File: src/rtl/sram_phase_sequencer_if.sv
// Bus bundle between the SRAM phase sequencer and its environment: request
// channel, SRAM array drive/readback and response channel.
// slave = the sequencer's view, master = the requester/array side.
interface sram_phase_sequencer_if #(
  parameter int WIDTH = 16,
  parameter int DEPTH = 32,
  parameter int ABITS = 5
);
  logic             req_valid;
  logic             req_ready;
  logic             req_write;
  logic [ABITS-1:0] req_addrA;
  logic [ABITS-1:0] req_addrB;
  logic [WIDTH-1:0] req_data;
  logic [DEPTH-1:0] wordA;
  logic [DEPTH-1:0] wordB;
  logic [WIDTH-1:0] in;
  logic             ReadEn;
  logic             WriteEn;
  logic [WIDTH-1:0] outA;
  logic [WIDTH-1:0] outB;
  logic             rsp_valid;
  logic             rsp_ready;
  logic [WIDTH-1:0] rsp_dataA;
  logic [WIDTH-1:0] rsp_dataB;
  logic             wr_done;
  logic [3:0]       phase;

  modport slave (
    input  req_valid, req_write, req_addrA, req_addrB, req_data,
    input  outA, outB, rsp_ready,
    output req_ready, wordA, wordB, in, ReadEn, WriteEn,
    output rsp_valid, rsp_dataA, rsp_dataB, wr_done, phase
  );

  modport master (
    output req_valid, req_write, req_addrA, req_addrB, req_data,
    output outA, outB, rsp_ready,
    input  req_ready, wordA, wordB, in, ReadEn, WriteEn,
    input  rsp_valid, rsp_dataA, rsp_dataB, wr_done, phase
  );
endinterface

File: src/rtl/sram_phase_sequencer.sv
// sram_phase_sequencer: runs one SRAM access as a fixed ten-phase sequence
// (phase 0..9), driving one-hot word lines, write data and read/write enables,
// then returns read data on a valid/ready response channel.
// Optional macro SRAM_SEQ_WORDB_EN enables the second word-line port (B);
// without it wordB and rsp_dataB stay zero and req_addrB/outB are ignored.
module sram_phase_sequencer #(
  parameter int WIDTH = 16,
  parameter int DEPTH = 32,
  parameter int ABITS = 5
) (
  input logic                   clk,
  input logic                   reset,
  sram_phase_sequencer_if.slave bus
);

  localparam logic [1:0] IDLE = 2'd0;
  localparam logic [1:0] RUN  = 2'd1;
  localparam logic [1:0] RESP = 2'd2;

  localparam logic [3:0] LAST_PHASE = 4'd9;
  localparam logic [3:0] SAMPLE_PHASE = 4'd7;

  logic [1:0]       state;
  logic [3:0]       phaseCnt;
  logic             latchWrite;
  logic [ABITS-1:0] latchAddrA;
  logic [WIDTH-1:0] latchData;
  logic [WIDTH-1:0] rspDataA;
  logic             wrDone;
  logic             readyInt;
  logic             accept;
  logic             inRun;
  logic             wordPhase;
  logic             dataPhase;
`ifdef SRAM_SEQ_WORDB_EN
  logic [ABITS-1:0] latchAddrB;
  logic [WIDTH-1:0] rspDataB;
`else
  logic             unusedPortB;
`endif

  function automatic logic [DEPTH-1:0] oneHot(input logic [ABITS-1:0] addr);
    logic [DEPTH-1:0] lines;
    lines       = '0;
    lines[addr] = 1'b1;
    return lines;
  endfunction

  // Ready is gated by reset so it reads 0 while reset is held low.
  assign readyInt  = reset && (state == IDLE);
  assign accept    = bus.req_valid && readyInt;
  assign inRun     = (state == RUN);
  assign wordPhase = inRun && (phaseCnt >= 4'd2) && (phaseCnt <= 4'd8);
  assign dataPhase = inRun && latchWrite && (phaseCnt >= 4'd4) && (phaseCnt <= 4'd8);

  assign bus.req_ready = readyInt;
  assign bus.wordA     = wordPhase ? oneHot(latchAddrA) : '0;
  assign bus.in        = dataPhase ? latchData : '0;
  assign bus.ReadEn    = inRun && !latchWrite && ((phaseCnt == 4'd6) || (phaseCnt == 4'd7));
  assign bus.WriteEn   = inRun && latchWrite && (phaseCnt == 4'd8);
  assign bus.rsp_valid = (state == RESP);
  assign bus.rsp_dataA = rspDataA;
  assign bus.wr_done   = wrDone;
  assign bus.phase     = phaseCnt;
`ifdef SRAM_SEQ_WORDB_EN
  assign bus.wordB     = wordPhase ? oneHot(latchAddrB) : '0;
  assign bus.rsp_dataB = rspDataB;
`else
  assign bus.wordB     = '0;
  assign bus.rsp_dataB = '0;
  assign unusedPortB   = ^{bus.req_addrB, bus.outB};
`endif

  // Control FSM: IDLE -> RUN (phases 0..9) -> IDLE for writes, RESP for reads.
  always_ff @(posedge clk or negedge reset) begin
    if (!reset) begin
      state    <= IDLE;
      phaseCnt <= 4'd0;
    end else begin
      case (state)
        IDLE: begin
          phaseCnt <= 4'd0;
          if (accept) state <= RUN;
        end
        RUN: begin
          if (phaseCnt == LAST_PHASE) begin
            phaseCnt <= 4'd0;
            state    <= latchWrite ? IDLE : RESP;
          end else begin
            phaseCnt <= phaseCnt + 4'd1;
          end
        end
        RESP: begin
          phaseCnt <= 4'd0;
          if (bus.rsp_ready) state <= IDLE;
        end
        default: begin
          phaseCnt <= 4'd0;
          state    <= IDLE;
        end
      endcase
    end
  end

  // Request fields are captured on acceptance; outputs are gated by state, so no reset is needed.
  always_ff @(posedge clk) begin
    if (accept) begin
      latchWrite <= bus.req_write;
      latchAddrA <= bus.req_addrA;
      latchData  <= bus.req_data;
`ifdef SRAM_SEQ_WORDB_EN
      latchAddrB <= bus.req_addrB;
`endif
    end
  end

  // Read data is sampled from the array on the edge that ends phase 7.
  always_ff @(posedge clk or negedge reset) begin
    if (!reset) begin
      rspDataA <= '0;
`ifdef SRAM_SEQ_WORDB_EN
      rspDataB <= '0;
`endif
    end else if (inRun && !latchWrite && (phaseCnt == SAMPLE_PHASE)) begin
      rspDataA <= bus.outA;
`ifdef SRAM_SEQ_WORDB_EN
      rspDataB <= bus.outB;
`endif
    end
  end

  // wr_done pulses for the first IDLE cycle after a write finishes phase 9.
  always_ff @(posedge clk or negedge reset) begin
    if (!reset) begin
      wrDone <= 1'b0;
    end else begin
      wrDone <= inRun && latchWrite && (phaseCnt == LAST_PHASE);
    end
  end

endmodule

File: src/flat_wrapper.sv
// flat-port wrapper written by rule: the top's interface ports become plain ports
module sram_phase_sequencer_flat 
#(
  parameter int WIDTH = 16,
  parameter int DEPTH = 32,
  parameter int ABITS = 5
)
  (clk, reset, bus_req_valid, bus_req_write, bus_req_addrA, bus_req_addrB, bus_req_data, bus_outA, bus_outB, bus_rsp_ready, bus_req_ready, bus_wordA, bus_wordB, bus_in, bus_ReadEn, bus_WriteEn, bus_rsp_valid, bus_rsp_dataA, bus_rsp_dataB, bus_wr_done, bus_phase);
  sram_phase_sequencer_if #(.WIDTH(WIDTH), .DEPTH(DEPTH), .ABITS(ABITS)) bus_i ();
  input logic clk;
  input logic reset;
  input wire logic [$bits(bus_i.req_valid)-1:0] bus_req_valid;
  input wire logic [$bits(bus_i.req_write)-1:0] bus_req_write;
  input wire logic [$bits(bus_i.req_addrA)-1:0] bus_req_addrA;
  input wire logic [$bits(bus_i.req_addrB)-1:0] bus_req_addrB;
  input wire logic [$bits(bus_i.req_data)-1:0] bus_req_data;
  input wire logic [$bits(bus_i.outA)-1:0] bus_outA;
  input wire logic [$bits(bus_i.outB)-1:0] bus_outB;
  input wire logic [$bits(bus_i.rsp_ready)-1:0] bus_rsp_ready;
  output wire logic [$bits(bus_i.req_ready)-1:0] bus_req_ready;
  output wire logic [$bits(bus_i.wordA)-1:0] bus_wordA;
  output wire logic [$bits(bus_i.wordB)-1:0] bus_wordB;
  output wire logic [$bits(bus_i.in)-1:0] bus_in;
  output wire logic [$bits(bus_i.ReadEn)-1:0] bus_ReadEn;
  output wire logic [$bits(bus_i.WriteEn)-1:0] bus_WriteEn;
  output wire logic [$bits(bus_i.rsp_valid)-1:0] bus_rsp_valid;
  output wire logic [$bits(bus_i.rsp_dataA)-1:0] bus_rsp_dataA;
  output wire logic [$bits(bus_i.rsp_dataB)-1:0] bus_rsp_dataB;
  output wire logic [$bits(bus_i.wr_done)-1:0] bus_wr_done;
  output wire logic [$bits(bus_i.phase)-1:0] bus_phase;
  assign bus_i.req_valid = bus_req_valid;
  assign bus_i.req_write = bus_req_write;
  assign bus_i.req_addrA = bus_req_addrA;
  assign bus_i.req_addrB = bus_req_addrB;
  assign bus_i.req_data = bus_req_data;
  assign bus_i.outA = bus_outA;
  assign bus_i.outB = bus_outB;
  assign bus_i.rsp_ready = bus_rsp_ready;
  assign bus_req_ready = bus_i.req_ready;
  assign bus_wordA = bus_i.wordA;
  assign bus_wordB = bus_i.wordB;
  assign bus_in = bus_i.in;
  assign bus_ReadEn = bus_i.ReadEn;
  assign bus_WriteEn = bus_i.WriteEn;
  assign bus_rsp_valid = bus_i.rsp_valid;
  assign bus_rsp_dataA = bus_i.rsp_dataA;
  assign bus_rsp_dataB = bus_i.rsp_dataB;
  assign bus_wr_done = bus_i.wr_done;
  assign bus_phase = bus_i.phase;
  sram_phase_sequencer #(.WIDTH(WIDTH), .DEPTH(DEPTH), .ABITS(ABITS)) u_core (.clk(clk), .reset(reset), .bus(bus_i));
endmodule
File: config.mk
export PLATFORM = sky130hd
export DESIGN_NAME = sram_phase_sequencer_flat
export DESIGN_NICKNAME = d
export VERILOG_FILES = /design/src/rtl/sram_phase_sequencer_if.sv /design/src/rtl/sram_phase_sequencer.sv /design/src/flat_wrapper.sv
export SDC_FILE = /design/constraint.sdc
export NUM_CORES = 1
export LEC_CHECK = 0
export BUFFER_PORTS_ARGS = -buffer_cell sky130_fd_sc_hd__buf_4
export CAP_MARGIN = 5
export CORE_MARGIN = 2
export CORE_UTILIZATION = 26
export CTS_BUF_LIST = sky130_fd_sc_hd__clkbuf_4 sky130_fd_sc_hd__clkbuf_8
export CTS_CLUSTER_DIAMETER = 100
export DETAILED_ROUTE_END_ITERATION = 7
export PLACE_DENSITY = 0.56
export SLEW_MARGIN = 30
export SYNTH_ARGS = -nofsm -noshare
export SYNTH_HDL_FRONTEND = slang
export SYNTH_SLANG_ARGS = --single-unit
File: constraint.sdc
create_clock -name clk -period 3.5 [get_ports clk]
set_clock_uncertainty 0.1 [all_clocks]
set_input_delay 0.35 -clock clk [delete_from_list [all_inputs] [get_ports clk]]
set_output_delay 0.35 -clock clk [all_outputs]
set_load 0.005 [all_outputs]
---- Yosys cells after proc, flatten, opt, wreduce, memory -nomap -nowiden ----
Cells that the tools add are included.
storage, ports and cells
  register bits ........................... 45
  output and inout bits ................... 121
cells by class
  magnitude comparators ................... 5
  add/sub/neg operators ................... 1
  multiplexer cells ....................... 11
  eq/ne operators ......................... 9
  reductions and logical operators ........ 17
operators by type and width
  operator               count
  $mux W32               1
  $mux W16               1
  $logic_and A1 B1 Y1    13
  $eq A4 B3 Y1 const B   2
  $eq A4 B4 Y1 const B   2
  $mux W2                4
  $mux W4                2
  $lt A5 B6 Y1 const B   1
  $pmux W2 S3            1
  $demux W1 S5           1
  $ge A5 B1 Y1 const B   1
  $add A4 B1 Y4 const B  1
  $ge A4 B2 Y1 const B   1
  $ge A4 B3 Y1 const B   1
  $le A4 B4 Y1 const B   1
  $ne A2 B2 Y1 const B   2
  $reduce_and A3 Y1      1
  $eq A2 B1 Y1 const B   1
  $eq A2 B2 Y1 const B   1
  $logic_not A2 Y1       1
  $ne A2 B1 Y1 const B   1
  $logic_not A1 Y1       1
  $logic_or A1 B1 Y1     1
  $mux W1                1

---- Depth between registers and ports, before layout ----
Gate-level depths: netlist of the first run.
  depth after elaboration ................. 5
  mapped depth ............................ 5

---- Worst setup path after synthesis of the first run ----
OpenSTA, ideal clock, no wires.
  kind .................................... register -> output
  from .................................... register u_core.phaseCnt[1], in the netlist u_core.bus.phase[1]
  to ...................................... output bus_in[10]
  cell stages (with the launch flop) ...... 6
  required time ........................... 3050 ps
  path slack .............................. 1684 ps
  buffers on the path ..................... 2
  data arrival time ....................... 1366 ps
  cell sequence ........................... dfrtp_1 -> buf_4 -> o31a_1 -> nor3_4 -> buf_6 -> and2_1
between the ends
  cells in the longest elaborated chain, start to end .. 4
  elaborated cells on any way between the ends .. 5
  classes of those cells .................. order compare: 2; mux: 1; reduce/logical: 2
RTL lines
  item                      RTL line                    source
  start: declaration        sram_phase_sequencer.sv:24  logic [3:0] phaseCnt;
  start signal: assignment  sram_phase_sequencer.sv:90  phaseCnt <= phaseCnt + 4'd1;
  $ge A4 B3 Y1              sram_phase_sequencer.sv:54  assign dataPhase = inRun && latchWrite && (phaseCnt >= 4'd4) && (phaseCnt <= 4'd8);
  $logic_and A1 B1 Y1       sram_phase_sequencer.sv:54
  $logic_and A1 B1 Y1 *     sram_phase_sequencer.sv:54
  $mux W16 *                sram_phase_sequencer.sv:58  assign bus.in = dataPhase ? latchData : '0;
  end: declaration          flat_wrapper.sv:23          output wire logic [$bits(bus_i.in)-1:0] bus_in;
Mark *: on every way between the ends. The rest lies on a longest branch, timed or not.

---- Worst setup path in the final report of the first run ----
  from .................................... register u_core.phaseCnt[2], in the netlist u_core.bus.phase[2]
  to ...................................... output bus_wordA[3]
between the ends
  cells in the longest elaborated chain, start to end .. 4
  elaborated cells on any way between the ends .. 5
  classes of those cells .................. order compare: 2; mux: 1; reduce/logical: 2
RTL lines
  item                   RTL line                    source
  $ge A4 B2 Y1           sram_phase_sequencer.sv:53  assign wordPhase = inRun && (phaseCnt >= 4'd2) && (phaseCnt <= 4'd8);
  $logic_and A1 B1 Y1    sram_phase_sequencer.sv:53
  $logic_and A1 B1 Y1 *  sram_phase_sequencer.sv:53
  $mux W32 *             sram_phase_sequencer.sv:57  assign bus.wordA = wordPhase ? oneHot(latchAddrA) : '0;
  end: declaration       flat_wrapper.sv:21          output wire logic [$bits(bus_i.wordA)-1:0] bus_wordA;
Marks and branches as above.

==> run summary, run 1 <==
Layout area overhead = 36.8%
Fraction of registers with async set/reset = 51.1%
Post-synthesis compound-gate area fraction = 3.06%
Via count = 1768
Peak VDD IR = 271 uV
Post-synthesis area per instance = 11.3 um2
Status = complete, no violations
Critical Path RT = 3.05 ns
Crit-path max FO = 11
# Post-CTS Setup Buffers = 0
Chip width = 100 um
CTS Root Cell = clkbuf_8
Num CTS Buffers = 5
Sequential area share after synthesis = 51.3%
Bufs and invs on worst path = 1
Cell area after placement = 3170 um2
Path depth of the worst reg2reg path = 3
Total grt overflow = 0
P per Cell Area = 557 nW/um2
Hold Path End = u_core.latchData[3]$_DFFE_PP_
Switch Pwr = 567 uW
CP Cell Sequence = nor4b_4 -> o2111ai_1 -> nor2_1 -> buf_4
Clock Sinks = 45
FF/Latch Area = 1240 um2
PortBufs = 114
Iter 0 DRT Violations = 80
Main combinational cell family by area after synthesis = simple AND/OR/NAND/NOR gates
Largest net degree at the start of global routing = 25
Static Leak = 1.60 nW
M1 WL = 2.14 mm
Vias in the first global route = 1467
CP Launch Type = flop
Most frequent cells in the layout = buf_4 (114), conb_1 (48), nor2_1 (39)
Post-DP HPWL = 3.96 mm
Util after Layout = 36.2%
Worst hold stages = 1
Post-layout nets = 392
Clk pin slew, worst setup/hold paths = 0.08 ns
Most common cell after layout, fill and taps aside = buf_4
Endpoint class of the critical path = primary output
Internal Power = 1.27 mW
Post-Synth Adder-Cell Area = 0%
Maximum clock path buffer count = 2
IO Pins = 184
Top cell family by delay on the critical path = simple AND/OR/NAND/NOR gates
Placer Congestion = 0.697
Yosys Warn Count = 0
Critical Path AT = 2.06 ns
Mux share of post-synthesis cell area = 7.48%
Routed met3 length = 397 um
Core region area = 9110 um2
XOR/XNOR Fraction of Synth Area = 0.727%
Fin Setup TNS = 0 ns
Max Used Layer = met4
Initial core utilization = 26.5%
Main flop type after synthesis = dfrtp_1
Simple-gate share of the synthesized area = 19.5%
Std-Cell Rows = 35
Clock Power Share = 21.3%
Min Hold Slack = 0.127 ns
Antenna violations before repair = 0
Routed wire length = 5.16 mm
Sw frac = 30.9%
CTS tree = done
Routed Antenna Nets = 0
FF+latch count, synth = 45
DR DRC count = 0
Startpoint of the worst register-to-register path = u_core.bus.phase[2]$_DFF_PN0_
Cells after Synth = 213
Yosys cell types = 33
Fin. max-slew vios = 0
Worst skew pair latency = 0.29 ns
Hold Startpoint = bus_req_data[3]
Tot Pwr = 1.84 mW
Tmin final = 2.51 ns
Drt wl/cell = 11.7 um
Vert. Die Dim = 100 um
Fmax = 398 MHz
Slowest-stage cell, CP = dfrtp_1
H-tree levels = 2
Reg2Reg Setup Slack = 1.44 ns
First-pass GRT wire length = 7.59 mm
First-pass DRT Iterations = 4
Setup-failing EPs final = 0
Tightest Pin Transition = 0.837 ns
Worst min path class = input port to flop
Gr usage total = 9.70%
Slew HR = 44.2%
Sequential power share = 44.0%
Combinational Power Share = 34.6%
EDFF count, synth = 22
Final-report hold violation count = 0
Die ar. = 10100 um2
PostCTS Resize Cnt = 0
Met2 routed wirelength = 2.56 mm
Multi-input gate area = 922 um2
Share of layout cells above drive strength 1 = 43.3%
Crit path kind = flop to primary output
Reg-to-Reg End = u_core.bus.rsp_dataA[2]$_DFFE_PN0P_
Synthesized area = 2410 um2
Via density = 4.01
Final period util = 71.8%
Fillers = 908
Max stage delay on crit path = 0.55 ns
RSZ-0062 raised after global routing = no
Max-Cap Viols = 0
Fin area = 3300 um2
Diode count = 0
## stage by stage
| step | setup WS [ns] | std cells |
|---|---|---|
| finish | 0.986 | 441 |
| floorplan | 1.68 | 260 |
| CTS | 0.956 | 441 |
| global placement | 1.28 | 432 |
| detailed placement | 1.29 | 432 |
| global route | 0.766 | 441 |
## final cells by class
cell class | instances | share of cell area, %
multi-input combinational | 157 | 28.0
tap | 111 | 4.21
timing repair buffer | 115 | 26.3
clock buffer | 6 | 2.31
inverter | 5 | 0.569
sequential | 45 | 37.5
clock inverter | 2 | 1.18
## synthesized netlist by cell type, types with 2 or more instances
cell type	n	area, um2
and2_1	16	100
buf_4	50	375
buf_6	3	33.8
dfrtp_1	23	576
edfxtp_1	22	661
inv_1	5	18.8
mux2_1	2	22.5
mux2_2	14	158
nand2_1	7	26.3
nand3b_1	5	37.5
nor2_1	39	146
nor2b_1	2	12.5
nor3_4	2	32.5
o2111ai_1	4	35.0
## worst max path at each step
stage          slack (ns)                             end                     startpoint  depth (start not counted)
2_1_floorplan        1.68                      bus_in[10]  u_core.bus.phase[1]$_DFF_PN0_                          5
6_report             0.99                    bus_wordA[3]  u_core.bus.phase[2]$_DFF_PN0_                          4
3_5_place_dp         1.29   u_core.latchData[6]$_DFFE_PP_                          reset                          4
5_1_grt              0.77                    bus_wordA[4]  u_core.bus.phase[2]$_DFF_PN0_                          4
4_1_cts              0.96                    bus_wordA[5]  u_core.bus.phase[2]$_DFF_PN0_                          4
3_3_place_gp         1.28  u_core.latchData[14]$_DFFE_PP_                          reset                          4
## state kept, by name (all words and copies together) (netlist names)
register and flops:
u_core.latchWrite 1, u_core.state 2, u_core.latchAddrA 5, u_core.bus.phase 4, u_core.bus.rsp_dataA 16, u_core.latchData 16
u_core.bus.wr_done 1
## power groups by stage
stage	clock, mW	combinational, mW	sequential [mW]
2_1_floorplan	0	0.421	0.768
3_3_place_gp	0	0.644	0.816
3_5_place_dp	0	0.649	0.822
4_1_cts	0.410	0.652	0.813
5_1_grt	0.437	0.706	0.833
6_report	0.392	0.636	0.809
## cell families after synthesis
group | Yosys count
mux | 16
simple gates | 82
compound gates | 9
flops | 45
xor+xnor | 2
buf+inv | 58
other cells | 1
## routing by layer
layer / track usage [%] / vias to the layer above
li1: - / 848
met1: 12.5 / 824
met3: 3.34 / 6
met4: 2.85 / 0
met5: 0 / -
met2: 15.5 / 90
## repair_timing
action / 4_1_cts / 5_1_grt
endpoints found under the hold margin: 23 / 0
hold buffers: 1 / 0
endpoints found under the setup margin: 0 / 0
Power figures use the tool's default switching activity.
==> inputs of run 2 (changes only) <==
--- a/config.mk
+++ b/config.mk
@@ -5,6 +5,7 @@
 export SDC_FILE = /design/constraint.sdc
 export NUM_CORES = 1
 export LEC_CHECK = 0
+export ABC_AREA = 1
 export BUFFER_PORTS_ARGS = -buffer_cell sky130_fd_sc_hd__buf_4
 export CAP_MARGIN = 5
 export CORE_MARGIN = 2
==> constraint.sdc (replaced) <==
create_clock -name clk -period 2.4 [get_ports clk]
set_clock_uncertainty 0.1 [all_clocks]
set_input_delay 0.24 -clock clk [delete_from_list [all_inputs] [get_ports clk]]
set_output_delay 0.24 -clock clk [all_outputs]
set_load 0.005 [all_outputs]
==> run summary, run 2 <==
CP Launch Type = flop
Combinational Power Share = 27.1% (-7.5 points)
Synthesized area = 2460 um2 (+2.2%)
Routed Antenna Nets = 0 (unchanged)
Area leader, netlist = edfxtp_1
Fillers = 961 (+5.8%)
Sequential power share = 46.6% (+2.6 points)
Share of layout cells above drive strength 1 = 36.8% (-6.5 points)
H-tree levels = 2 (unchanged)
Endpoint class of the critical path = primary output
Worst min path class = input port to flop
EDFF count, synth = 22 (unchanged)
FF/Latch Area = 1240 um2 (unchanged)
Vert. Die Dim = 101 um (+1.1%)
Fmax = 478 MHz
Die ar. = 10300 um2 (+2.1%)
Commonest cells in the netlist = nor2_1 (52), buf_4 (48), inv_1 (46)
RSZ-0062 raised after global routing = no
Fin area = 3440 um2 (+4.3%)
Yosys cell types = 24 (-27%)
CTS tree = done
Clock Sinks = 45 (unchanged)
Static Leak = 1.78 nW (+11%)
Layout area overhead = 39.6%
PortBufs = 114 (unchanged)
Yosys Warn Count = 0 (unchanged)
Post-DP HPWL = 4.49 mm (+13%)
Antenna violations before repair = 0 (unchanged)
Iter 0 DRT Violations = 52 (-35%)
Top-count cell post-synth = nor2_1
Drt wl/cell = 10.9 um (-6.5%)
Cell area after placement = 3260 um2 (+2.9%)
Cells after Synth = 277 (+30%)
Peak VDD IR = 302 uV (+11%)
# Post-CTS Setup Buffers = 0 (unchanged)
Hold Startpoint = bus_req_data[1]
Std-Cell Rows = 35 (unchanged)
DP Cell Count = 499 (+16%)
Reg2Reg Setup Slack = 0.59 ns (-0.85 ns)
Crit-path max FO = 16 (+5)
Fin. max-slew vios = 0 (unchanged)
Sw frac = 31.2% (+0.33 points)
Sequential area share after synthesis = 50.2% (-1.1 points)
Via density = 3.85 (-3.9%)
Clock Power Share = 26.2% (+4.9 points)
P per Cell Area = 655 nW/um2 (+17%)
Fin Setup TNS = 0 ns (unchanged)
Switch Pwr = 702 uW (+24%)
Tmin final = 2.09 ns
Yosys top cell area share = 26.8% (-0.60 points)
Chip width = 101 um (+1.1%)
Clk pin slew, worst setup/hold paths = 0.09 ns (about the same)
Most frequent cells in the layout = buf_4 (116), nor2_1 (52), conb_1 (48)
Worst skew pair latency = 0.29 ns (about the same)
Placer Congestion = 0.786 (+13%)
Final period util = 87.1%
Slew HR = 64.6% (+20 points)
Core region area = 9200 um2 (+0.96%)
Via count = 1977 (+12%)
Num CTS Buffers = 5 (unchanged)
Gr usage total = 10.3% (+0.60 points)
Status = complete, no violations
Fraction of registers with async set/reset = 51.1% (unchanged)
Final-report hold violation count = 0 (unchanged)
Routed wire length = 5.61 mm (+8.7%)
First-pass GRT wire length = 8.26 mm (+8.8%)
FF+latch count, synth = 45 (unchanged)
Pre-CTS setup slack = 0.591 ns (-0.697 ns)
IO Pins = 184 (unchanged)
Internal Power = 1.55 mW (+22%)
Total grt overflow = 0 (unchanged)
Main flop type after synthesis = dfrtp_1
Post-layout nets = 464 (+18%)
Util after Layout = 37.4% (+1.2 points)
Vias in the first global route = 1766 (+20%)
Setup-failing EPs final = 0 (unchanged)
Final setup margin = 0.310 ns (-0.676 ns)
Largest net degree at the start of global routing = 33 (+32%)
Critical Path RT = 2.06 ns (-0.99 ns)
Post-synthesis area per instance = 8.89 um2 (-21%)
Max-Cap Viols = 0 (unchanged)
Diode count = 0 (unchanged)
Most common cell after layout, fill and taps aside = buf_4
Crit. Startpoint = u_core.state[1]$_DFFE_PN0P_
First-pass DRT Iterations = 4 (unchanged)
Startpoint of the worst register-to-register path = u_core.state[1]$_DFFE_PN0P_
Initial core utilization = 26.8% (+0.33 points)
Multi-input gate area = 837 um2 (-9.2%)
DR DRC count = 0 (unchanged)
Synth top area cells = edfxtp_1 (27%), dfrtp_1 (23%), buf_4 (15%)
Crit path kind = flop to primary output
Layout Cells excl Fill = 513 (+16%)
Maximum clock path buffer count = 2 (unchanged)
Tightest Pin Transition = 0.530 ns (-0.306 ns)
CTS Root Cell = clkbuf_8
Critical Path AT = 1.75 ns (-0.31 ns)
==> run 2: cell types whose count changed after synthesis, moves of 7 or more <==
cell and delta:
inv_1 +41, nand2_1 +20, and2_1 -16, mux2_2 -14, nor2_1 +13, o21ai_0 +13
nor2_2 +10, nand3_1 +7
==> run 2: worst max-delay path, stage by stage (launching register included) <==
cell	delay, ns
dfrtp_1	0.41
inv_1	0.09
nand2_2	0.11
nor2_1	0.12
inv_1	0.08
nor2_1	0.16
nand2_4	0.19
nor2_1	0.16
buf_4	0.13
==> run 2: path summary, 6_finish.rpt <==
check                      cells past startpoint                                  end
hold / removal                                 1        u_core.latchData[1]$_DFFE_PP_
hold reg to reg                                2  u_core.bus.rsp_dataA[7]$_DFFE_PN0P_
max in group asynchronous                      3  u_core.bus.rsp_dataA[6]$_DFFE_PN0P_
setup / recovery                               8                           bus_in[15]
setup reg to reg                               5  u_core.bus.rsp_dataA[8]$_DFFE_PN0P_
min in group asynchronous                      3  u_core.bus.rsp_dataA[0]$_DFFE_PN0P_
==> run 2: timing repair <==
action	in CTS	in global routing
hold buffers	1	5
setup endpoints to repair	0	0
gates resized for setup	0	0
hold endpoints to repair	23	5
==> run 2: final cells by class <==
type                       instances  area share, %
sequential                        45           36.0
timing repair buffer             122           27.1
multi-input combinational        179           24.3
inverter                          48           5.24
tap                              111           4.04
clock buffer                       6           2.22
clock inverter                     2           1.13
==> run 2: power by group through the flow <==
| stage | clock (mW) | sequential [mW] | combinational (mW) |
|---|---|---|---|
| 6_report | 0.590 | 1.05 | 0.611 |
| 5_1_grt | 0.648 | 1.07 | 0.693 |
| 4_1_cts | 0.616 | 1.05 | 0.616 |
| 3_5_place_dp | 0 | 1.07 | 0.615 |
| 3_3_place_gp | 0 | 1.06 | 0.604 |
| 2_1_floorplan | 0 | 1.05 | 0.371 |
==> run 2: layer usage <==
| metal | up-vias | track usage (%) | share of wire [%] |
|---|---|---|---|
| li1 | 992 | - | - |
| met2 | 121 | 18.6 | 50 |
| met4 | 0 | 2.49 | 0.46 |
| met1 | 859 | 11.2 | 38 |
| met5 | - | 0 | 0 |
| met3 | 5 | 4.28 | 12 |
==> run 2: per-stage QoR <==
step / power [mW] / hold slack, ns
2_1_floorplan: 1.42 / -0.156
3_3_place_gp: 1.66 / 0.153
3_5_place_dp: 1.68 / 0.156
4_1_cts: 2.28 / 0.00164
5_1_grt: 2.41 / 0.000395
6_report: 2.25 / 0.0169
==> run 2: kinds of logic after synthesis <==
group           after synthesis  synth area share (%)
compound gates               19                  4.32
buf+inv                     100                  23.0
flops                        45                  50.2
other cells                   1                 0.152
simple gates                112                  22.3
==> inputs of run 3 (changes only) <==
--- a/config.mk
+++ b/config.mk
@@ -7,14 +7,14 @@
 export LEC_CHECK = 0
 export ABC_AREA = 1
 export BUFFER_PORTS_ARGS = -buffer_cell sky130_fd_sc_hd__buf_4
-export CAP_MARGIN = 5
+export CAP_MARGIN = 20
+export CORE_ASPECT_RATIO = 2
 export CORE_MARGIN = 2
 export CORE_UTILIZATION = 26
 export CTS_BUF_LIST = sky130_fd_sc_hd__clkbuf_4 sky130_fd_sc_hd__clkbuf_8
 export CTS_CLUSTER_DIAMETER = 100
 export DETAILED_ROUTE_END_ITERATION = 7
 export PLACE_DENSITY = 0.56
-export SLEW_MARGIN = 30
 export SYNTH_ARGS = -nofsm -noshare
 export SYNTH_HDL_FRONTEND = slang
 export SYNTH_SLANG_ARGS = --single-unit
==> run summary, run 3 (synthesis results as in run 2) <==
Status = complete, no violations
Hold Startpoint = bus_req_data[3]
DP Cell Count = 492 (-1.4%)
Clk pin slew, worst setup/hold paths = 0.09 ns (about the same)
Routed wire length = 5.83 mm (+3.9%)
Min Hold Slack = 0.0130 ns (-0.00392 ns)
Max-Cap Viols = 0 (unchanged)
Initial core utilization = 26.6% (-0.18 points)
P per Cell Area = 608 nW/um2 (-7.0%)
CTS tree = done
Layout area overhead = 43.3%
Std-Cell Rows = 50 (+43%)
Final setup margin = 0.298 ns (-0.0118 ns)
First-pass GRT wire length = 9.23 mm (+12%)
Drt wl/cell = 11.2 um (+2.7%)
Crit-path max FO = 16 (unchanged)
Pre-CTS setup slack = 0.580 ns (-0.0108 ns)
Core region area = 9260 um2 (+0.68%)
Static Leak = 1.82 nW (+2.2%)
Gr usage total = 11.5% (+1.1 points)
Maximum clock path buffer count = 2 (unchanged)
Worst min path class = input port to flop
Post-CTS Hold Buffers = 17 (+16)
Tmin final = 2.10 ns (+0.0118 ns)
Tightest Pin Transition = 0.520 ns (-0.0103 ns)
Crit path kind = flop to primary output
Diode count = 0 (unchanged)
Critical Path AT = 1.76 ns (about the same)
Placer Congestion = 0.814 (+3.6%)
Routed Antenna Nets = 0 (unchanged)
Fin. max-slew vios = 0 (unchanged)
CP Launch Type = flop
Share of layout cells above drive strength 1 = 35.7% (-1.2 points)
PostCTS Resize Cnt = 0 (unchanged)
Fmax = 476 MHz (-0.56%)
Worst skew pair latency = 0.30 ns (about the same)
Most common cell after layout, fill and taps aside = buf_4
Largest net degree at the start of global routing = 33 (unchanged)
Die ar. = 10300 um2 (+0.46%)
Critical Path RT = 2.06 ns (about the same)
Final-report hold violation count = 0 (unchanged)
RSZ-0062 raised after global routing = no
Most frequent cells in the layout = buf_4 (116), nor2_1 (52), conb_1 (48)
Crit. Startpoint = u_core.state[1]$_DFFE_PN0P_
# Post-CTS Setup Buffers = 0 (unchanged)
Via count = 2037 (+3.0%)
Clock Sinks = 45 (unchanged)
Total grt overflow = 0 (unchanged)
Endpoint class of the critical path = primary output
IO Pins = 184 (unchanged)
Final period util = 87.6% (+0.49 points)
Chip width = 72.8 um (-28%)
CTS Root Cell = clkbuf_8
Slowest-stage cell, CP = dfrtp_1
Iter 0 DRT Violations = 103 (+98%)
Post-DP HPWL = 4.63 mm (+3.0%)
First-pass DRT Iterations = 4 (unchanged)
Num CTS Buffers = 5 (unchanged)
Startpoint of the worst register-to-register path = u_core.state[1]$_DFFE_PN0P_
PortBufs = 114 (unchanged)
Antenna violations before repair = 0 (unchanged)
CP Cell Sequence = inv_1 -> nand2_2 -> nor2_1 -> inv_1 -> nor2_1 -> nand2_4 -> nor2_1 -> buf_4
Cell with the most instances on the worst path = nor2_1
Fin Setup TNS = 0 ns (unchanged)
Layout Cells excl Fill = 519 (+1.2%)
Setup-failing EPs final = 0 (unchanged)
Vert. Die Dim = 142 um (+40%)
DR DRC count = 0 (unchanged)
H-tree levels = 2 (unchanged)
Max stage delay on crit path = 0.40 ns (about the same)
Via density = 3.92 (+1.8%)
Fillers = 950 (-1.1%)
Post-layout nets = 477 (+2.8%)
Vias in the first global route = 1984 (+12%)
Slew HR = 65.3% (+0.69 points)
Peak VDD IR = 362 uV (+20%)
-- run 3: cell count changes in the layout (fill, tap and decap cells not counted) --
cell and change:
clkbuf_4 -1, clkinv_2 +2, bufinv_16 -1, clkinv_4 -1, clkinvlp_4 +1, dlygate4sd3_1 +13
-- run 3: through the flow --
step                      utilization, %  power (mW)  instance area [um2]
after floorplan                        -        1.42                 2640
after global placement              35.1        1.66                 3250
after detailed placement            35.1        1.68                 3250
after CTS                           37.9        2.19                 3510
after global routing                38.1        2.31                 3530
final                               38.1        2.15                 3530
-- run 3: layer usage --
layer | wire [um] | vias up | share of wire [%] | GRT usage [%]
met4 | 159 | 0 | 2.7 | 6.04
met5 | 0 | - | 0 | 0
met3 | 376 | 11 | 6.5 | 2.41
met1 | 2100 | 904 | 36 | 12.3
li1 | - | 1021 | - | -
met2 | 3190 | 101 | 55 | 20.3
-- run 3: area by class of cell --
| class | count | area, um2 | area share, % |
|---|---|---|---|
| clock buffer | 5 | 68.8 | 1.95 |
| clock inverter | 3 | 17.5 | 0.496 |
| inverter | 48 | 180 | 5.10 |
| multi-input combinational | 179 | 837 | 23.7 |
| sequential | 45 | 1240 | 35.0 |
| tap | 104 | 130 | 3.69 |
| timing repair buffer | 135 | 1060 | 30.0 |
-- run 3: worst max-delay path: cells and delay by family (launching register included) --
| kind | cells | cell delay [ns] |
|---|---|---|
| AND/OR/NAND/NOR | 5 | 0.77 |
| buffers and inverters | 3 | 0.29 |
| flip-flops | 1 | 0.40 |
-- run 3: worst paths after layout --
path                                                   endpoint  slack (ns)  cells after the start
min in group asynchronous         u_core.bus.phase[0]$_DFF_PN0_        0.35                      3
hold reg to reg             u_core.bus.rsp_dataA[4]$_DFFE_PN0P_        0.39                      2
hold / removal                    u_core.latchData[3]$_DFFE_PP_        0.01                      1
setup reg to reg            u_core.bus.rsp_dataA[9]$_DFFE_PN0P_        0.62                      5
max in group asynchronous  u_core.bus.rsp_dataA[11]$_DFFE_PN0P_        1.60                      3
setup / recovery                                      bus_in[1]        0.30                      8
-- run 3: power breakdown --
part           leakage, nW  internal [mW]  switching [mW]  total [mW]
combinational         1.31          0.285           0.344       0.629
clock               0.0439          0.201           0.274       0.476
sequential           0.470          0.953          0.0908        1.04
total                 1.82           1.44           0.709        2.15
